$ cat src/rtl/cell_draw_datapath.sv
// Pixel generator for the Connect Four board draw path.
// Accepts one request (disc at col/row, or column pointer above the board),
// raster-scans the CELL_SIZE x CELL_SIZE cell and emits one registered
// x/y/colour/plot per cycle. Pointer requests first erase the previous
// pointer cell unless the pointer has not moved.
// Note: resetn is active-high despite its name.
module cell_draw_datapath #(
    parameter int CELL_SIZE = 4,
    parameter int COLS      = 7,
    parameter int ROWS      = 6,
    parameter int X_ORIGIN  = 0,
    parameter int Y_ORIGIN  = 8,
    parameter int X_W       = 8,
    parameter int Y_W       = 7
) (
    input  logic           clk,
    input  logic           resetn,
    input  logic           start,
    input  logic           mode,
    input  logic [2:0]     col,
    input  logic [2:0]     row,
    input  logic           player,
    output logic           busy,
    output logic           done,
    output logic           err,
    output logic [X_W-1:0] x,
    output logic [Y_W-1:0] y,
    output logic [2:0]     colour,
    output logic           plot
);

    typedef enum logic [2:0] {
        S_IDLE,
        S_ERASE,
        S_DRAW,
        S_DONE,
        S_ERRDONE
    } state_t;

    localparam logic [3:0] LAST      = 4'(CELL_SIZE - 1);
    localparam logic [2:0] C_BLACK   = 3'b000;
    localparam logic [2:0] C_RED     = 3'b100;
    localparam logic [2:0] C_YELLOW  = 3'b110;

    state_t         state_q;
    logic           busy_q, done_q, err_q, plot_q;
    logic [X_W-1:0] x_q;
    logic [Y_W-1:0] y_q;
    logic [2:0]     colour_q;
    logic [3:0]     dx_q, dy_q;
    logic [2:0]     last_col_q;

    // Latched request; never observed before being written on accept.
    logic           mode_q, player_q;
    logic [2:0]     col_q, row_q;

    logic [2:0]     c_sel;
    logic [X_W-1:0] x_d;
    logic [Y_W-1:0] y_d;
    logic [2:0]     colour_d;
    logic [3:0]     dx_d, dy_d;
    logic           last_pix;
    logic           req_bad;

    // Pixel address, colour and next scan position for the current cell.
    always_comb begin
        c_sel    = (state_q == S_ERASE) ? last_col_q : col_q;
        x_d      = X_W'(X_ORIGIN + 32'(c_sel) * CELL_SIZE + 32'(dx_q));
        if (state_q == S_DRAW && !mode_q)
            y_d = Y_W'(Y_ORIGIN + (ROWS - 1 - 32'(row_q)) * CELL_SIZE + 32'(dy_q));
        else
            y_d = Y_W'(Y_ORIGIN - CELL_SIZE + 32'(dy_q));
        colour_d = (state_q == S_ERASE) ? C_BLACK : (player_q ? C_YELLOW : C_RED);
        last_pix = (dx_q == LAST) && (dy_q == LAST);
        dx_d     = dx_q + 4'd1;
        dy_d     = dy_q;
        if (dx_q == LAST) begin
            dx_d = 4'd0;
            dy_d = (dy_q == LAST) ? 4'd0 : dy_q + 4'd1;
        end
        req_bad  = (32'(col) >= COLS) || (!mode && (32'(row) >= ROWS));
    end

    // Request FSM with registered pixel and handshake outputs.
    always_ff @(posedge clk) begin
        if (resetn) begin
            state_q    <= S_IDLE;
            busy_q     <= 1'b0;
            done_q     <= 1'b0;
            err_q      <= 1'b0;
            plot_q     <= 1'b0;
            x_q        <= '0;
            y_q        <= '0;
            colour_q   <= '0;
            dx_q       <= '0;
            dy_q       <= '0;
            last_col_q <= '0;
        end else begin
            done_q <= 1'b0;
            err_q  <= 1'b0;
            plot_q <= 1'b0;
            busy_q <= (state_q != S_IDLE);
            case (state_q)
                S_IDLE: begin
                    dx_q <= '0;
                    dy_q <= '0;
                    if (start) begin
                        mode_q   <= mode;
                        col_q    <= col;
                        row_q    <= row;
                        player_q <= player;
                        if (req_bad)
                            state_q <= S_ERRDONE;
                        else if (mode && (col != last_col_q))
                            state_q <= S_ERASE;
                        else
                            state_q <= S_DRAW;
                    end
                end
                S_ERASE, S_DRAW: begin
                    plot_q   <= 1'b1;
                    x_q      <= x_d;
                    y_q      <= y_d;
                    colour_q <= colour_d;
                    dx_q     <= dx_d;
                    dy_q     <= dy_d;
                    if (last_pix)
                        state_q <= (state_q == S_ERASE) ? S_DRAW : S_DONE;
                end
                S_DONE: begin
                    done_q <= 1'b1;
                    if (mode_q)
                        last_col_q <= col_q;
                    state_q <= S_IDLE;
                end
                S_ERRDONE: begin
                    done_q  <= 1'b1;
                    err_q   <= 1'b1;
                    state_q <= S_IDLE;
                end
                default: state_q <= S_IDLE;
            endcase
        end
    end

    assign busy   = busy_q;
    assign done   = done_q;
    assign err    = err_q;
    assign plot   = plot_q;
    assign x      = x_q;
    assign y      = y_q;
    assign colour = colour_q;

endmodule

$ cat config.mk
export PLATFORM = sky130hd
export DESIGN_NAME = cell_draw_datapath
export DESIGN_NICKNAME = d
export VERILOG_FILES = /design/src/rtl/cell_draw_datapath.sv
export SDC_FILE = /design/constraint.sdc
export NUM_CORES = 1
export LEC_CHECK = 0
export BUFFER_PORTS_ARGS = -buffer_cell sky130_fd_sc_hd__buf_2
export CAP_MARGIN = 0
export CORE_UTILIZATION = 50
export CTS_BUF_LIST = sky130_fd_sc_hd__clkbuf_4
export DETAILED_ROUTE_END_ITERATION = 7
export GPL_TIMING_DRIVEN = 0
export PLACE_DENSITY = 0.78
export SLEW_MARGIN = 20
export SYNTH_ARGS = -nofsm -noshare
export SYNTH_HDL_FRONTEND = slang
export SYNTH_SLANG_ARGS = --single-unit
$ cat constraint.sdc
create_clock -name clk -period 5.3 [get_ports clk]
set_input_delay 0.265 -clock clk [delete_from_list [all_inputs] [get_ports clk]]
set_output_delay 0.265 -clock clk [all_outputs]
set_load 0.03 [all_outputs]
Word-level counts from Yosys, hierarchy flattened --
Cells that the tools add are included.
Storage, ports and cells: register bits 44, bits of input ports 11, output and inout port bits 22, word-level logic and storage cells 69
Cells by class: add/subtract/negate cells 7, reductions and logical operators 16, bitwise gates (word level) 1, order comparisons 2, equal/unequal tests 10, multiplexer cells 18
Operators with widths (number):
- 4-bit one-hot mux with 2 select lines | 2
- 3-bit two-way mux | 5
- 4-bit two-way mux | 3
- 4-bit by 1-bit adder with 4-bit output (second input constant) | 2
- 4-bit by 2-bit equality test with 1-bit output (second input constant) | 2
- 5-bit by 6-bit adder with 7-bit output (first input constant) | 1
- 7-bit by 5-bit adder with 7-bit output | 1
- 7-bit two-way mux | 1
- 5-bit by 4-bit adder with 6-bit output | 1
- 3-bit by 2-bit equality test with 1-bit output (second input constant) | 2
- 3-bit >= comparator (second input constant) | 2
- 2-bit != test (second input constant) | 3
- 3-bit one-hot mux with 2 select lines | 1
- 2-bit AND reduction | 3
- 3-bit by 4-bit adder with 5-bit output (first input constant) | 1
- 1-bit logical AND | 4
- 1-bit two-way mux | 4
- 2-bit two-way mux | 2
- 2-bit OR reduction | 2
- 3-bit by 3-bit subtractor with 4-bit output (first input constant) | 1
- 3-bit by 1-bit equality test with 1-bit output (second input constant) | 1
- 3-bit equality test (second input constant) | 1
- 3-bit logical NOT | 1
- 3-bit != test | 1
- 6 further kinds | 7

Logic depth before layout (Yosys ltp) --
Gate-level depths: netlist of run 1.
depth after elaboration 6, depth in mapped cells 9, gate-level depth less buffers 9

Worst setup path after synthesis of run 1 --
No wires, ideal clock.
kind flip-flop to flip-flop, from reg state_q[0], to reg x_q[4], in the netlist x[4], slack 2.937 ns, setup time 0.062 ns, required time 5.238 ns, cell stages (with the launch flop) 8, buffers on the path 1, clock period less this slack 2.363 ns, arrival time 2.301 ns, path through dfxtp_1 buf_4 nor3b_1 mux2_2 ha_1 fa_1 or4_1 nand3_1
Between the ends: longest elaborated chain between the ends 3, elaborated cells between the ends (all ways) 5, those cells by class add/sub: 1; eq/ne: 2; mux: 1; reduce/logical: 1
RTL lines:
- start: declaration | RTL line 45 | state_t state_q;
- start signal: assignment | RTL line 128 | state_q <= (state_q == S_ERASE) ? S_DRAW : S_DONE;
- 3-bit by 1-bit equality test with 1-bit output | RTL line 67, 103
- 3-bit two-way mux | RTL line 67 | c_sel = (state_q == S_ERASE) ? last_col_q : col_q;
- 5-bit by 4-bit adder with 6-bit output | RTL line 68 | x_d = X_W'(X_ORIGIN + 32'(c_sel) * CELL_SIZE + 32'(dx_q));
- end signal: assignment | RTL line 92 | x_q <= '0;
- end signal: assignment | RTL line 122 | x_q <= x_d;
- end: declaration | RTL line 47 | logic [X_W-1:0] x_q;
Several ways; a longest one is shown, not always the timed one. A chain may end at the register's enable or synchronous reset.

Worst setup path after layout of run 1 --
Ends and elaborated chain as after synthesis.

==> results.sh, run 1 <==
export IMPL_tightest_slew_ns=0.683
export IMPL_ff2ff_setup_slack_ns=2.75
export IMPL_worst_path_largest_cell_delay_ns=0.52
export IMPL_p_leak_nw=0.965
export IMPL_slowest_stage="or4_1"
export IMPL_num_rows=22
export IMPL_vias=1562
export IMPL_irDropWorstVdd_uv=169
export IMPL_finalCritPeriodShare_pct=48.1
export IMPL_place_inst=288
export IMPL_cp_arrival_ns=2.85
export IMPL_p_total_mw=0.697
export IMPL_cap_violations=0
export IMPL_drtIter0Drc=108
export IMPL_max_freq_ghz=0.392
export IMPL_maxSlewViolCount=0
export IMPL_wl_per_cell_um=13.1
export IMPL_yosysTopAreaCellShare_pct=33.5
export IMPL_skew_ns=0.00374
export IMPL_end_kind="register"
export IMPL_slew_headroom_pct=54.3
export IMPL_cts_repair_resized=0
export IMPL_clockBufferDepth=2
export IMPL_grt_ovfl_total=0
export IMPL_grt_use_total_pct=20.4
export IMPL_nNetsFinal=271
export IMPL_rsz0062_at_grt="no"
export IMPL_yosys_top_cells_area="dfxtp_1 34%, edfxtp_1 12%, ha_1 7.0%"
export IMPL_cts_root_buffer_cell="clkbuf_4"
export IMPL_ctsHtreeMaxLevel=2
export IMPL_nFillCells=377
export IMPL_power_density_nw_per_um2=310
export IMPL_avgViaCountPerCell=5.28
export IMPL_synth_flop_cell="dfxtp_1"
export IMPL_synth_async_sr_flop_share_pct=0
export IMPL_wl_um=3890
export IMPL_path_max_fanout=6
export IMPL_syn_to_final_growth_pct=14.1
export IMPL_fin_hold_ws_ns=0.0852
export IMPL_cts_sinks=41
export IMPL_gp_congestion=0.819
export IMPL_cts_tree="built"
export IMPL_finalSetupViolations=0
export IMPL_cts_buffers=5
export IMPL_ys_seq_area_share_pct=45.7
export IMPL_syn_avg_cell_area_um2=9.42
export IMPL_design_core_area_um2=3720
export IMPL_fin_cells=296
export IMPL_yosys_area_top_type="dfxtp_1"
export IMPL_antenna_left=0
export IMPL_cp_start_kind="register"
export IMPL_cp_cell_sequence="buf_4 -> nor3b_1 -> mux2_2 -> ha_1 -> fa_1 -> or4_1 -> nand3_1"
export IMPL_cp_data_required_time_ns=5.60
export IMPL_netlist_instances=209
export IMPL_post_route_min_period_ns=2.55
export IMPL_drc_errors=0
export IMPL_antenna_cells=0
export IMPL_hold_end="player_q$_DFFE_PP_"
export IMPL_setup_tns_final_ns=0
export IMPL_multiInputGateArea_um2=973
export IMPL_io_buffers=29
export IMPL_holdPathStages=1
export IMPL_min_path_type="input pin to register"
export IMPL_yosys_warnings=0
export IMPL_reg2reg_depth=7
export IMPL_synth_most_common_cell="dfxtp_1"
export IMPL_num_io_pins=33
export IMPL_postCtsHoldBufs=0
export IMPL_synthDistinctLibCells=44
export IMPL_grt_max_degree=12
export IMPL_post_cts_buffers=0
export IMPL_fp_dieW_um=64.8
export IMPL_syn_area_um2=1970
export IMPL_r2r_end="x[4]$_SDFFE_PP0P_"
export IMPL_crit_type="register to register"
export IMPL_hp_start="player"
export IMPL_synth_seq_cells=41
export IMPL_drive_gt1_share_pct=19.8
export IMPL_finalHoldViolCount=0
export IMPL_initial_core_util_pct=53.0
export IMPL_grt_pass1_wl_um=6400
export IMPL_die_y_um=64.8
export IMPL_regArea_um2=901
export IMPL_dp_hpwl_um=2940
export IMPL_grt_pass1_vias=1416
export IMPL_reg2reg_from="state_q[0]$_SDFFE_PP0P_"
export IMPL_synth_edf_count=8
export IMPL_outcome="complete, no violations"
export IMPL_synth_commonest_cells="33 x dfxtp_1, 22 x nand2_1, 18 x a21oi_1, 18 x nor2_1, 11 x ha_1"
export IMPL_drtPass1Iterations=4
export IMPL_clkLatencyLatePin_ns=0.34
export IMPL_antenna_found_initial=0
export IMPL_die_area_um2=4190
export IMPL_clk_pin_slew_ns=0.11
critical path, delay by kind of cell, from the launching register on:
| kind | cells | cell delay (ns) |
|---|---|---|
| adder cells (fa/ha/maj) | 2 | 0.58 |
| buffers and inverters | 1 | 0.15 |
| flip-flops | 1 | 0.34 |
| multiplexers | 1 | 0.40 |
| AND/OR/NAND/NOR | 3 | 1.03 |
worst max-delay path by stage:
stage	start	end	slack [ns]	depth (start not counted)
after floorplan	state_q[0]$_SDFFE_PP0P_	x[4]$_SDFFE_PP0P_	2.94	7
after global placement	state_q[0]$_SDFFE_PP0P_	x[4]$_SDFFE_PP0P_	2.81	7
after detailed placement	state_q[0]$_SDFFE_PP0P_	x[4]$_SDFFE_PP0P_	2.79	7
after global routing	state_q[0]$_SDFFE_PP0P_	x[4]$_SDFFE_PP0P_	2.63	7
after CTS	state_q[0]$_SDFFE_PP0P_	x[4]$_SDFFE_PP0P_	2.75	7
final	state_q[0]$_SDFFE_PP0P_	x[4]$_SDFFE_PP0P_	2.75	7
state kept, by name (all words and copies together), names as in the netlist, 2 cells and up:
| signal | flops |
|---|---|
| y | 7 |
| x | 6 |
| dx_q | 4 |
| dy_q | 4 |
| col_q | 3 |
| last_col_q | 3 |
| row_q | 3 |
| state_q | 3 |
| colour | 2 |
cell families after synthesis:
group / share of synthesized area [%]
multiplexers: 4.70
XOR/XNOR: 2.61
flip-flops: 45.7
buffers and inverters: 5.46
AND/OR/NAND/NOR: 19.4
adder cells (fa/ha/maj): 9.02
AO/OA/AOI/OAI: 12.8
other: 0.190
power by group:
group	leakage [nW]	internal (mW)	total [mW]	switching [mW]
Sequential	0.342	0.342	0.355	0.0132
Clock	0.0368	0.0683	0.162	0.0941
Combinational	0.586	0.0592	0.180	0.120
Total	0.965	0.469	0.697	0.228
through the flow:
step	utilization, %	setup WS (ns)	cell area [um^2]
finish	60.5	2.75	2250
global route	60.5	2.63	2250
CTS	60.5	2.75	2250
detailed placement	58.9	2.79	2190
global placement	58.7	2.81	2180
floorplan	-	2.94	1980
cell usage in the layout (no fill, tap or decap), types with 2 or more instances in the layout:
cell type	count
a211oi_1	4
a21oi_1	18
buf_2	31
buf_4	4
clkbuf_1	8
clkbuf_4	8
conb_1	3
dfxtp_1	33
edfxtp_1	8
fa_1	2
ha_1	11
inv_1	10
mux2_2	2
mux2i_1	7
nand2_1	22
nand3_1	7
nand4_1	2
nand4b_1	2
nor2_1	18
nor2b_1	4
nor3_1	3
nor3b_1	3
nor4_1	2
o211ai_1	2
o21ai_0	6
o31ai_1	4
or3_1	3
xor2_1	3
cell type report:
class / instances / share of cell area, %
Buffer: 14 / 3.12
Clock buffer: 8 / 2.67
Inverter: 10 / 1.67
Multi-Input combinational cell: 146 / 43.3
Sequential cell: 41 / 40.1
Tap cell: 48 / 2.67
Timing Repair Buffer: 29 / 6.46
layer usage:
layer / wire length (um) / share of wire (%) / vias to the layer above / global-route usage (%)
met5: 0 / 0 / - / 0
met4: 66 / 1.7 / 0 / 9.17
met3: 161 / 4.1 / 7 / 4.23
met2: 1750 / 45 / 37 / 31.8
met1: 1910 / 49 / 714 / 27.1
li1: - / - / 804 / -
No activity file was read; power rests on OpenSTA's default activity.
==> inputs of run 2 (changes only) <==
==> constraint.sdc (replaced) <==
create_clock -name clk -period 2.4 [get_ports clk]
set_input_delay 0.12 -clock clk [delete_from_list [all_inputs] [get_ports clk]]
set_output_delay 0.12 -clock clk [all_outputs]
set_load 0.03 [all_outputs]
==> run 2 against run 1 <==
  * Core utilization increased by 2.7 points
  * Via count increased by 2.4%
  * First-iteration DRC count decreased by 10%
  * Total power increased by 120%
  * Critical endpoint unchanged
  * Final cell count increased by 3.0%
  * Setup slack got worse by 2.6 ns
  * Global-route usage increased by 0.64 points
  * Clock skew about the same
  * Hold slack improved by 0.015 ns
  * Wire length increased by 2.7%
  * Combinational power increased by 130%
  * Sequential share of layout area decreased by 1.7 points
==> results.sh, run 2 (synthesis results as in run 1) <==
export IMPL_nFillCells=361
export IMPL_drtPass1Iterations=4
export IMPL_cap_violations=0
export IMPL_worst_path_largest_cell_delay_ns=0.52
export IMPL_initial_core_util_pct=53.0
export IMPL_setup_tns_final_ns=0
export IMPL_max_freq_ghz=0.438
export IMPL_final_cell_mix="33 x dfxtp_1, 31 x buf_2, 22 x nand2_1"
export IMPL_tightest_slew_ns=0.682
export IMPL_wl_um=4000
export IMPL_cts_buffers=5
export IMPL_cp_cell_sequence="buf_4 -> nor3b_4 -> mux2_2 -> ha_1 -> fa_1 -> or4_1 -> nand3_1"
export IMPL_dp_hpwl_um=2940
export IMPL_detailed_place_area_um2=2190
export IMPL_min_path_type="input pin to register"
export IMPL_rsz0062_at_grt="no"
export IMPL_num_io_pins=33
export IMPL_cp_data_required_time_ns=2.70
export IMPL_grt_max_degree=12
export IMPL_worst_path_dominant_cell_family="simple AND/OR/NAND/NOR gates"
export IMPL_drtIter0Drc=97
export IMPL_vias=1599
export IMPL_p_total_mw=1.56
export IMPL_avgViaCountPerCell=5.24
export IMPL_cp_arrival_ns=2.58
export IMPL_cp_start_kind="register"
export IMPL_drive_gt1_share_pct=19.8
export IMPL_finalCritPeriodShare_pct=95.0
export IMPL_nNetsFinal=280
export IMPL_design_core_area_um2=3720
export IMPL_path_max_fanout=6
export IMPL_p_leak_nw=1.01
export IMPL_drc_errors=0
export IMPL_finalSetupViolations=0
export IMPL_maxSlewViolCount=0
export IMPL_post_route_min_period_ns=2.28
export IMPL_place_inst=288
export IMPL_outcome="complete, no violations"
export IMPL_grt_ovfl_total=0
export IMPL_antenna_found_initial=0
export IMPL_cts_root_buffer_cell="clkbuf_4"
export IMPL_fin_ws_ns=0.119
export IMPL_power_density_nw_per_um2=664
export IMPL_cp_buffers_inverters=1
export IMPL_clockBufferDepth=2
export IMPL_syn_to_final_growth_pct=19.1
export IMPL_finalHoldViolCount=0
export IMPL_ctsHtreeMaxLevel=2
export IMPL_fp_dieW_um=64.8
export IMPL_mostFrequentLayoutCell="dfxtp_1"
export IMPL_skew_ns=0.00387
export IMPL_antenna_left=0
export IMPL_place_ws_ns=-0.112
export IMPL_gp_congestion=0.819
export IMPL_fin_cells=305
export IMPL_grt_pass1_vias=1478
export IMPL_die_y_um=64.8
export IMPL_largest_reg_flops=7
export IMPL_grt_pass1_wl_um=6600
export IMPL_fin_hold_ws_ns=0.0999
export IMPL_irDropWorstVdd_uv=379
export IMPL_cts_sinks=41
export IMPL_cts_tree="built"
export IMPL_slowest_stage="or4_1"
export IMPL_crit_type="register to register"
export IMPL_fin_util_pct=63.1
export IMPL_end_kind="register"
export IMPL_grt_use_total_pct=21.1
export IMPL_num_rows=22
export IMPL_stdcell_area_um2=2350
export IMPL_antenna_cells=0
export IMPL_die_area_um2=4190
export IMPL_wl_per_cell_um=13.1
export IMPL_slew_headroom_pct=54.3
export IMPL_clkLatencyLatePin_ns=0.35
export IMPL_clk_pin_slew_ns=0.11
export IMPL_io_buffers=29
## run 2: cell count changes in the layout (fill, tap and decap cells not counted), sizes merged
cell         change
dlygate4sd3      +8
buf              +1
## run 2: per-layer routing
layer  GRT usage [%]  part of all wire [%]  vias up
met2            33.7                    45       36
li1                -                     -      823
met4            9.17                   1.7        0
met3            4.23                   4.1        7
met1            27.3                    49      733
met5               0                     0        -
## run 2: cell type report
cell class,count,area (um^2),share of cell area [%]
Buffer,14,70.1,2.99
Inverter,10,37.5,1.60
Sequential cell,41,901,38.4
Clock buffer,8,60.1,2.56
Multi-Input combinational cell,146,985,42.0
Timing Repair Buffer,38,233,9.92
Tap cell,48,60.1,2.56
## run 2: where the power goes
| group | internal (mW) | switching, mW | total, mW |
|---|---|---|---|
| Combinational | 0.145 | 0.269 | 0.414 |
| Clock | 0.151 | 0.207 | 0.358 |
| Sequential | 0.755 | 0.0306 | 0.786 |
## run 2: final timing paths
kind                                         startpoint           endpoint  slack (ns)  cells past startpoint
worst max-delay path            state_q[0]$_SDFFE_PP0P_  x[4]$_SDFFE_PP0P_        0.12                      7
worst min-delay path                             resetn    plot$_SDFF_PP0_         0.1                      2
worst max register to register  state_q[0]$_SDFFE_PP0P_  x[4]$_SDFFE_PP0P_        0.12                      7
worst min register to register        x[3]$_SDFFE_PP0P_  x[3]$_SDFFE_PP0P_        0.46                      2
## run 2: timing repair
item / in CTS / in global routing
resized for setup: 1 / 1
buffers inserted: 0 / 1
endpoints found under the hold margin: 8 / 0
hold buffers: 8 / 0
setup endpoints to repair: 1 / 1
